--- src/rtl/morse_pkg.sv ---
// Shared types and the S..Z letter table for the Morse transmitter.
// Each pattern is sent bit 0 first; 1 = light on.
package morse_pkg;

   typedef enum logic [1:0] {
      IDLE,
      SEND,
      GAP
   } state_t;

   localparam int CODE_W = 13;

   localparam logic [CODE_W-1:0] LETTER_PAT [8] = '{
      13'h0015, 13'h0007, 13'h0075, 13'h01D5,
      13'h01DD, 13'h0757, 13'h1DD7, 13'h0577
   };

   localparam logic [3:0] LETTER_LEN [8] = '{
      4'd5, 4'd3, 4'd7, 4'd9,
      4'd9, 4'd11, 4'd13, 4'd11
   };

endpackage

--- src/rtl/morse_lut.sv ---
// Combinational letter lookup: select in, zero-extended pattern and length out.
module morse_lut
   import morse_pkg::*;
#(
   parameter int PAT_W = 16
) (
   input  logic [2:0]       sel,
   output logic [PAT_W-1:0] pat,
   output logic [3:0]       len
);

   always_comb begin
      pat = PAT_W'(LETTER_PAT[sel]);
      len = LETTER_LEN[sel];
   end

endmodule

--- src/rtl/morse_tx.sv ---
// Morse transmitter for letters S..Z: symbol timer, control FSM and shift register,
// with busy/done handshake, abort and repeat-with-gap mode.
module morse_tx
   import morse_pkg::*;
#(
   parameter int TICK_CYCLES = 25_000_000,
   parameter int PAT_W       = 16,
   parameter int GAP_TICKS   = 3
) (
   input  logic       clock,
   input  logic       reset_n,
   input  logic       start,
   input  logic [2:0] sel,
   input  logic       repeat_en,
   input  logic       abort,
   output logic       led_out,
   output logic       busy,
   output logic       done
);

   localparam int TW = $clog2(TICK_CYCLES);
   localparam int BW = $clog2(PAT_W + 1);
   localparam int GW = $clog2(GAP_TICKS + 1);

   localparam logic [TW-1:0] TICK_LAST = TW'(TICK_CYCLES - 1);
   localparam logic [GW-1:0] GAP_LOAD  = GW'(GAP_TICKS);

   state_t           state, state_next;
   logic [PAT_W-1:0] shreg, shreg_next;
   logic [BW-1:0]    bcnt, bcnt_next;
   logic [GW-1:0]    gcnt, gcnt_next;
   logic [TW-1:0]    tcnt, tcnt_next;
   logic [2:0]       sel_q, sel_q_next;
   logic             done_next;

   logic [2:0]       lut_sel;
   logic [PAT_W-1:0] lut_pat;
   logic [3:0]       lut_len;
   logic             tick;

   // Fresh letters use the live select; repetitions replay the captured one.
   assign lut_sel = (state == IDLE) ? sel : sel_q;

   morse_lut #(
      .PAT_W(PAT_W)
   ) u_lut (
      .sel(lut_sel),
      .pat(lut_pat),
      .len(lut_len)
   );

   assign tick = (tcnt == '0);

   always_comb begin
      state_next = state;
      shreg_next = shreg;
      bcnt_next  = bcnt;
      gcnt_next  = gcnt;
      tcnt_next  = tcnt;
      sel_q_next = sel_q;
      done_next  = 1'b0;

      case (state)
         IDLE: begin
            if (start) begin
               state_next = SEND;
               sel_q_next = sel;
               shreg_next = lut_pat;
               bcnt_next  = BW'(lut_len);
               tcnt_next  = TICK_LAST;
            end
         end
         SEND: begin
            if (!tick) begin
               tcnt_next = tcnt - TW'(1);
            end else begin
               tcnt_next = TICK_LAST;
               if (bcnt > BW'(1)) begin
                  shreg_next = shreg >> 1;
                  bcnt_next  = bcnt - BW'(1);
               end else if (repeat_en) begin
                  state_next = GAP;
                  gcnt_next  = GAP_LOAD;
               end else begin
                  state_next = IDLE;
                  done_next  = 1'b1;
               end
            end
         end
         GAP: begin
            if (!tick) begin
               tcnt_next = tcnt - TW'(1);
            end else begin
               tcnt_next = TICK_LAST;
               gcnt_next = gcnt - GW'(1);
               if (gcnt == GW'(1)) begin
                  state_next = SEND;
                  shreg_next = lut_pat;
                  bcnt_next  = BW'(lut_len);
               end
            end
         end
         default: begin
            state_next = IDLE;
         end
      endcase

      // Abort wins over every transition, including a start seen in IDLE.
      if (abort) begin
         state_next = IDLE;
         shreg_next = '0;
         done_next  = 1'b0;
      end
   end

   always_ff @(posedge clock or negedge reset_n) begin
      if (!reset_n) begin
         state <= IDLE;
         shreg <= '0;
         bcnt  <= '0;
         gcnt  <= '0;
         tcnt  <= '0;
         sel_q <= '0;
         done  <= 1'b0;
      end else begin
         state <= state_next;
         shreg <= shreg_next;
         bcnt  <= bcnt_next;
         gcnt  <= gcnt_next;
         tcnt  <= tcnt_next;
         sel_q <= sel_q_next;
         done  <= done_next;
      end
   end

   // Decoded from registers only, so reset clears them without waiting for a clock.
   assign led_out = (state == SEND) && shreg[0];
   assign busy    = (state != IDLE);

endmodule

--- config.mk ---
export PLATFORM = sky130hd
export DESIGN_NAME = morse_tx
export DESIGN_NICKNAME = d
export VERILOG_FILES = /design/src/rtl/morse_pkg.sv /design/src/rtl/morse_lut.sv /design/src/rtl/morse_tx.sv
export SDC_FILE = /design/constraint.sdc
export NUM_CORES = 1
export LEC_CHECK = 0
export BUFFER_PORTS_ARGS = -buffer_cell sky130_fd_sc_hd__buf_4
export CAP_MARGIN = 20
export CORE_MARGIN = 1
export CORE_UTILIZATION = 55
export CTS_BUF_LIST = sky130_fd_sc_hd__clkbuf_8
export DETAILED_ROUTE_END_ITERATION = 10
export GPL_TIMING_DRIVEN = 0
export MAX_ROUTING_LAYER = met4
export PLACE_DENSITY_LB_ADDON = 0.05
export SYNTH_ARGS = -nofsm -noshare
export SYNTH_HDL_FRONTEND = slang
export SYNTH_SLANG_ARGS = --single-unit
--- constraint.sdc ---
create_clock -name clock -period 2.35 [get_ports clock]
set_input_delay 0.47 -clock clock [delete_from_list [all_inputs] [get_ports clock]]
set_output_delay 0.47 -clock clock [all_outputs]
set_load 0.1 [all_outputs]
# == After elaboration in Yosys (flattened, before gate mapping) ==
# Memories as Yosys holds them, arrays and structs flattened.
# Index checks and enable logic that the tools add are counted.
# word_totals
reg_bits,54
mem_bits_ro,136
input_bits,8
output_inout_bits,3
elab_cells,85
n_memories,2
# classes
add_sub_neg,3
order_cmp,2
n_eq_ne,16
n_mux,39
bitwise_logic,1
reduce_logical,15
# memory_table
name,words,width,read_ports,rd_clocked_by_memory_dff,wr,line_no,text
(name not given),8,13,1,0,0,morse_lut.sv:13,pat = PAT_W'(LETTER_PAT[sel]);
(name not given),8,4,1,0,0,morse_lut.sv:14,len = LETTER_LEN[sel];
# op_table
cell,n
$mux 16,6
$mux 25,2
$pmux 25 s2,1
$pmux 16 s3,1
$mux 13,2
$logic_not 25->1,1
$mux 5,5
$sub 25x1->25 const B,1
$mux 2,11
$ne 3x3->1 const B,6
$pmux 5 s3,1
$ne 2x2->1 const B,7
$reduce_and 6->1,2
$reduce_and 5->1,2
$mux 4,2
$pmux 2 s3,1
$reduce_bool 2->1,3
$gt 5x1->1 const B,1
$mux 1,5
$sub 5x1->5 const B,1
$eq 2x1->1 const B,2
$ge 4x4->1 const B,1
$not 3->4,1
$pmux 2 s2,1
other kinds (9),10

# == Longest topological paths before layout ==
# logic_depth
ltp_word,10
ltp_mapped,10
depth_no_buf,9

# == By module ==
# From an unflattened synthesis, not the netlist that was laid out.
# unflattened
cells_unflattened,369
hier_area_um2,3429.5
# by_module_without_submodules
module,instances,cells_each,area_each_um2
morse_tx,1,337,3188.1
morse_lut,1,32,241.5

# == Least setup slack after synthesis ==
# OpenSTA, ideal clock, no wires.
# synth_timing
path_kind,register to output
start,reg state[1]
end,out led_out
arrival_time_ps,2041
required_time_ps,1880
slack_ps,-161
path_stages_with_launch,6
path_buffers,2
path_cell_list,dfrtp_1 inv_1 ha_1 clkbuf_1 clkbuf_1 and2_1
# synth_via
elab_chain_len,2
# synth_rtl
item,line_no,text
"start, declared",morse_tx.sv:28,"state_t state, state_next;"
"start signal, assigned",morse_tx.sv:126,state <= state_next;
$eq 2x1->1,morse_tx.sv:137,assign led_out = (state == SEND) && shreg[0];
$logic_and 1x1->1,morse_tx.sv:137,
"end, declared",morse_tx.sv:16,"output logic led_out,"
# No other way between the ends.

# == Final worst setup path ==
# layout_timing
start,reg tcnt[0]
end,reg bcnt[0]
# layout_via
elab_chain_len,3
# layout_rtl
item,line_no,text
"start, declared",morse_tx.sv:32,"logic [TW-1:0] tcnt, tcnt_next;"
"start signal, assigned",morse_tx.sv:130,tcnt <= tcnt_next;
$logic_not 25->1 *,morse_tx.sv:52,assign tick = (tcnt == '0);
$ne 2x2->1 (no source line),-,
$reduce_and 6->1 (no source line) *,-,
"end signal, assigned",morse_tx.sv:128,bcnt <= bcnt_next;
"end, declared",morse_tx.sv:30,"logic [BW-1:0] bcnt, bcnt_next;"
# Every way passes the cells marked *; elsewhere a longest branch is shown, timed or not.
# A chain may end at the register's enable or synchronous reset.

==> results.py <==
metrics = {
    "worst_setup_path": {
        "cp.arrival_ps": 2600,
        "startpoint_type": "register",
        "path_class": "register to register",
        "rr_worst_depth": 7,
        "rrSetupSlack_ps": -50,
        "cp.required_ps": 2550,
        "critPathLaunch": "tcnt[0]",
        "cp-endpoint": "bcnt[0]",
        "r2r-start": "tcnt[0]",
        "r2r-end": "bcnt[0]",
        "path_cells": "inv_2 -> ha_4 -> or4b_4 -> nor4_4 -> a31oi_4 -> nor3_2 -> mux2_2",
        "critPathCaptureType": "register",
        "max_stage_delay_ps": 470,
        "slowest_stage": "or4b_4",
        "cp_max_fo": 7,
    },
    "routing": {
        "wl_per_cell_microns": 16.7,
        "drt_iter0_drc": 129,
        "firstDrtPassIters": 4,
        "wirelength_microns": 6880,
        "vias": 2454,
        "viasPerCell": 5.96,
        "ant_nets": 0,
        "drcViolationCount": 0,
    },
    "yosys": {
        "synth_nets": 334,
        "synthCells": 313,
        "ys_seq_area_share_pct": 43.6,
        "yosysWarnings": 0,
        "yosys.cell_types.count": 46,
        "syn_avg_cell_area_sq_um": 9.35,
        "synth-main-ff-cell": "dfrtp_1",
        "synth_edf_count": 0,
        "synth-seq-cells": 51,
        "synthArstFlopShare_pct": 100,
        "synthesis.area_sq_mm": 0.00293,
    },
    "hold_path": {
        "min_path_type": "input pin to asynchronous set/reset pin",
    },
    "floorplanning": {
        "die_w_microns": 74.9,
        "rows": 26,
        "die_h_microns": 74.9,
        "start_util_pct": 57.3,
        "io_pins": 11,
        "core_area_sq_mm": 0.00511,
        "die_area_sq_mm": 0.00562,
    },
    "sta": {
        "max_slew_margin_pct": 43.5,
        "timing.final.crit_period_ps": 2400,
        "setup-tns-final_ps": -85.1,
        "slew_viol_final": 0,
        "fin_worst_skew_ps": 7.71,
        "setup_ws_ps": -45.4,
        "hold_viol_final": 0,
        "rsz0062_at_grt": "true",
        "clock.fmax_ghz": 0.417,
        "tightest_slew_ps": 842,
        "fin_crit_sh_pct": 102,
        "setup_viol_count_final": 2,
    },
    "clocking": {
        "numCtsBuffers": 5,
        "cts_sinks": 51,
        "cts-root-buf": "clkbuf_8",
        "cts_tree": "yes",
        "cts_max_path_buffers": 2,
        "clock_latency_ps": 320,
        "clk_pin_slew_ps": 100,
        "htree_levels": 2,
    },
    "grt": {
        "grt_first_pass_wirelength_microns": 11000,
        "antenna_found_initial": 0,
        "grt_usage_pct": 27.1,
        "grt.overflow.total": 0,
        "grt_max_degree": 52,
        "grt_pass1_vias": 2385,
    },
    "power_and_ir_drop": {
        "vdd_drop_max_mv": 0.479,
        "p_int_mw": 2.04,
        "p_clk_share_pct": 14.5,
        "finalPower_mw": 3.59,
        "power_density_mw_per_mm2": 1020,
        "switching_share_pct": 43.1,
        "power_switching_mw": 1.54,
        "p_leak_nw": 1.36,
        "seqPwrFrac_pct": 32.8,
        "p_comb_share_pct": 52.6,
    },
    "flow_run": {
        "max-cap-violations": 0,
    },
    "cells_and_area": {
        "diodes": 0,
        "final_util_pct": 68.8,
        "fill_cells": 425,
        "fin_cells": 412,
        "multi_input_area_sq_mm": 0.00174,
        "syn2layout_area_growth_pct": 20.1,
        "regArea_sq_mm": 0.00128,
        "drive_above_1_share_pct": 23.1,
        "nNetsFinal": 362,
    },
    "placement": {
        "dp_cells": 392,
        "io_buffers": 9,
        "dp_hpwl_microns": 4580,
        "gp_congestion": 0.909,
        "pre_cts_ws_ps": -307,
    },
    "outcome": {
        "violations": "negative setup slack",
        "outcome": "finished with violations",
    },
}
## routing by layer
layer / track usage [%] / vias up / share of wire, %
li1: - / 1190 / -
met1: 32.1 / 1220 / 44
met2: 47.4 / 34 / 52
met3: 4.82 / 10 / 2.4
met4: 7.55 / 0 / 1.5
met5: - / - / 0
## power groups by stage
stage	Combinational (mW)	Sequential (mW)	Clock (mW)
final	1.89	1.18	0.521
after global routing	2.05	1.19	0.556
after CTS	1.58	1.16	0.528
after detailed placement	1.41	1.18	0
after global placement	1.38	1.17	0
after floorplan	1.07	1.14	0
## logic make-up (layout without fill, tap and decap cells)
group | count (synthesis) | count (layout) | share of synthesized area, %
and+or+nand+nor | 125 | 125 | 22.4
AOI/OAI and AO/OA | 67 | 67 | 14.6
DFF | 51 | 51 | 43.6
buffers and inverters | 24 | 53 | 3.12
xor gates and xnor gates | 20 | 20 | 5.99
adders and majority gates | 13 | 13 | 5.56
muxes | 13 | 13 | 4.79
## through the flow
step	hold WS (ps)	cell area, sq um
2_1_floorplan	174	2940
3_3_place_gp	488	3090
3_5_place_dp	489	3090
4_1_cts	201	3340
5_1_grt	228	3510
6_report	160	3510
## how the worst min path moves through the flow
stage,start,end,slack [ps],cells after the start
floorplan,reset_n,bcnt[0],170,0
global placement,tcnt[24],tcnt[24],490,2
detailed placement,tcnt[24],tcnt[24],490,2
CTS,reset_n,tcnt[2],200,1
global route,reset_n,bcnt[0],230,1
finish,reset_n,bcnt[0],160,1
## flip-flops by register name, summed over array words and instances (netlist names)
signal and cells:
bcnt 5, sel_q 3, shreg 13, tcnt 25, gcnt 2, done 1, state 2
## layout make-up
type / count / share of cell area, %
Inverter: 14 / 1.50
Multi-Input combinational cell: 238 / 49.6
Tap cell: 70 / 2.49
Buffer: 10 / 2.28
Clock buffer: 5 / 1.96
Sequential cell: 51 / 36.3
Clock inverter: 3 / 0.570
Timing Repair Buffer: 21 / 5.34
## synth_stat cells, types with 4 or more instances
library cell | count | area [sq um]
xor2_1 | 8 | 70.1
ha_1 | 13 | 163
o21ai_0 | 9 | 45.0
a21oi_1 | 27 | 135
a211oi_1 | 9 | 67.6
or4_1 | 4 | 30.0
mux2_2 | 8 | 90.1
xnor2_1 | 12 | 105
or3_1 | 7 | 43.8
nand3_1 | 9 | 45.0
dfrtp_1 | 51 | 1280
clkbuf_1 | 8 | 30.0
o31ai_1 | 4 | 30.0
mux2i_1 | 5 | 50.1
nand2_1 | 35 | 131
nor4_1 | 8 | 50.1
inv_1 | 14 | 52.6
nor2_1 | 25 | 93.8
nor3_1 | 15 | 75.1
## cell usage in the layout, fill, tap and decap left out, types with 3 or more instances in the layout
cell type	instances
dfrtp_1	51
nand2_1	35
a21oi_1	25
nor2_1	22
buf_4	20
nor3_1	12
xnor2_1	12
inv_1	11
ha_1	10
a211oi_1	9
nand3_1	9
nor4_1	8
mux2_2	8
xor2_1	8
o21ai_0	8
clkbuf_8	6
or3_1	6
or4_4	4
inv_2	3
nor2b_1	3
nand4_1	3
a31oi_1	3
o2111ai_1	3
o31ai_1	3
## repair_timing
| action | 4_1_cts | 5_1_grt |
|---|---|---|
| gates cloned | 0 | 1 |
| pin swaps | 0 | 6 |
| gates resized for setup | 25 | 32 |
| endpoints found under the setup margin | 31 | 36 |
| hold endpoints to repair | 0 | 0 |
| buffers inserted | 9 | 2 |
| hold buffers | 0 | 0 |
## worst max-delay path, delay by kind of cell (launching register included)
kind,cells,cell delay (ps)
adder cells (fa/ha/maj),1,120
buffers and inverters,1,80
multiplexers,1,370
AO/OA/AOI/OAI,1,200
flip-flops,1,410
AND/OR/NAND/NOR,3,1100
No activity file was read; power rests on OpenSTA's default activity.
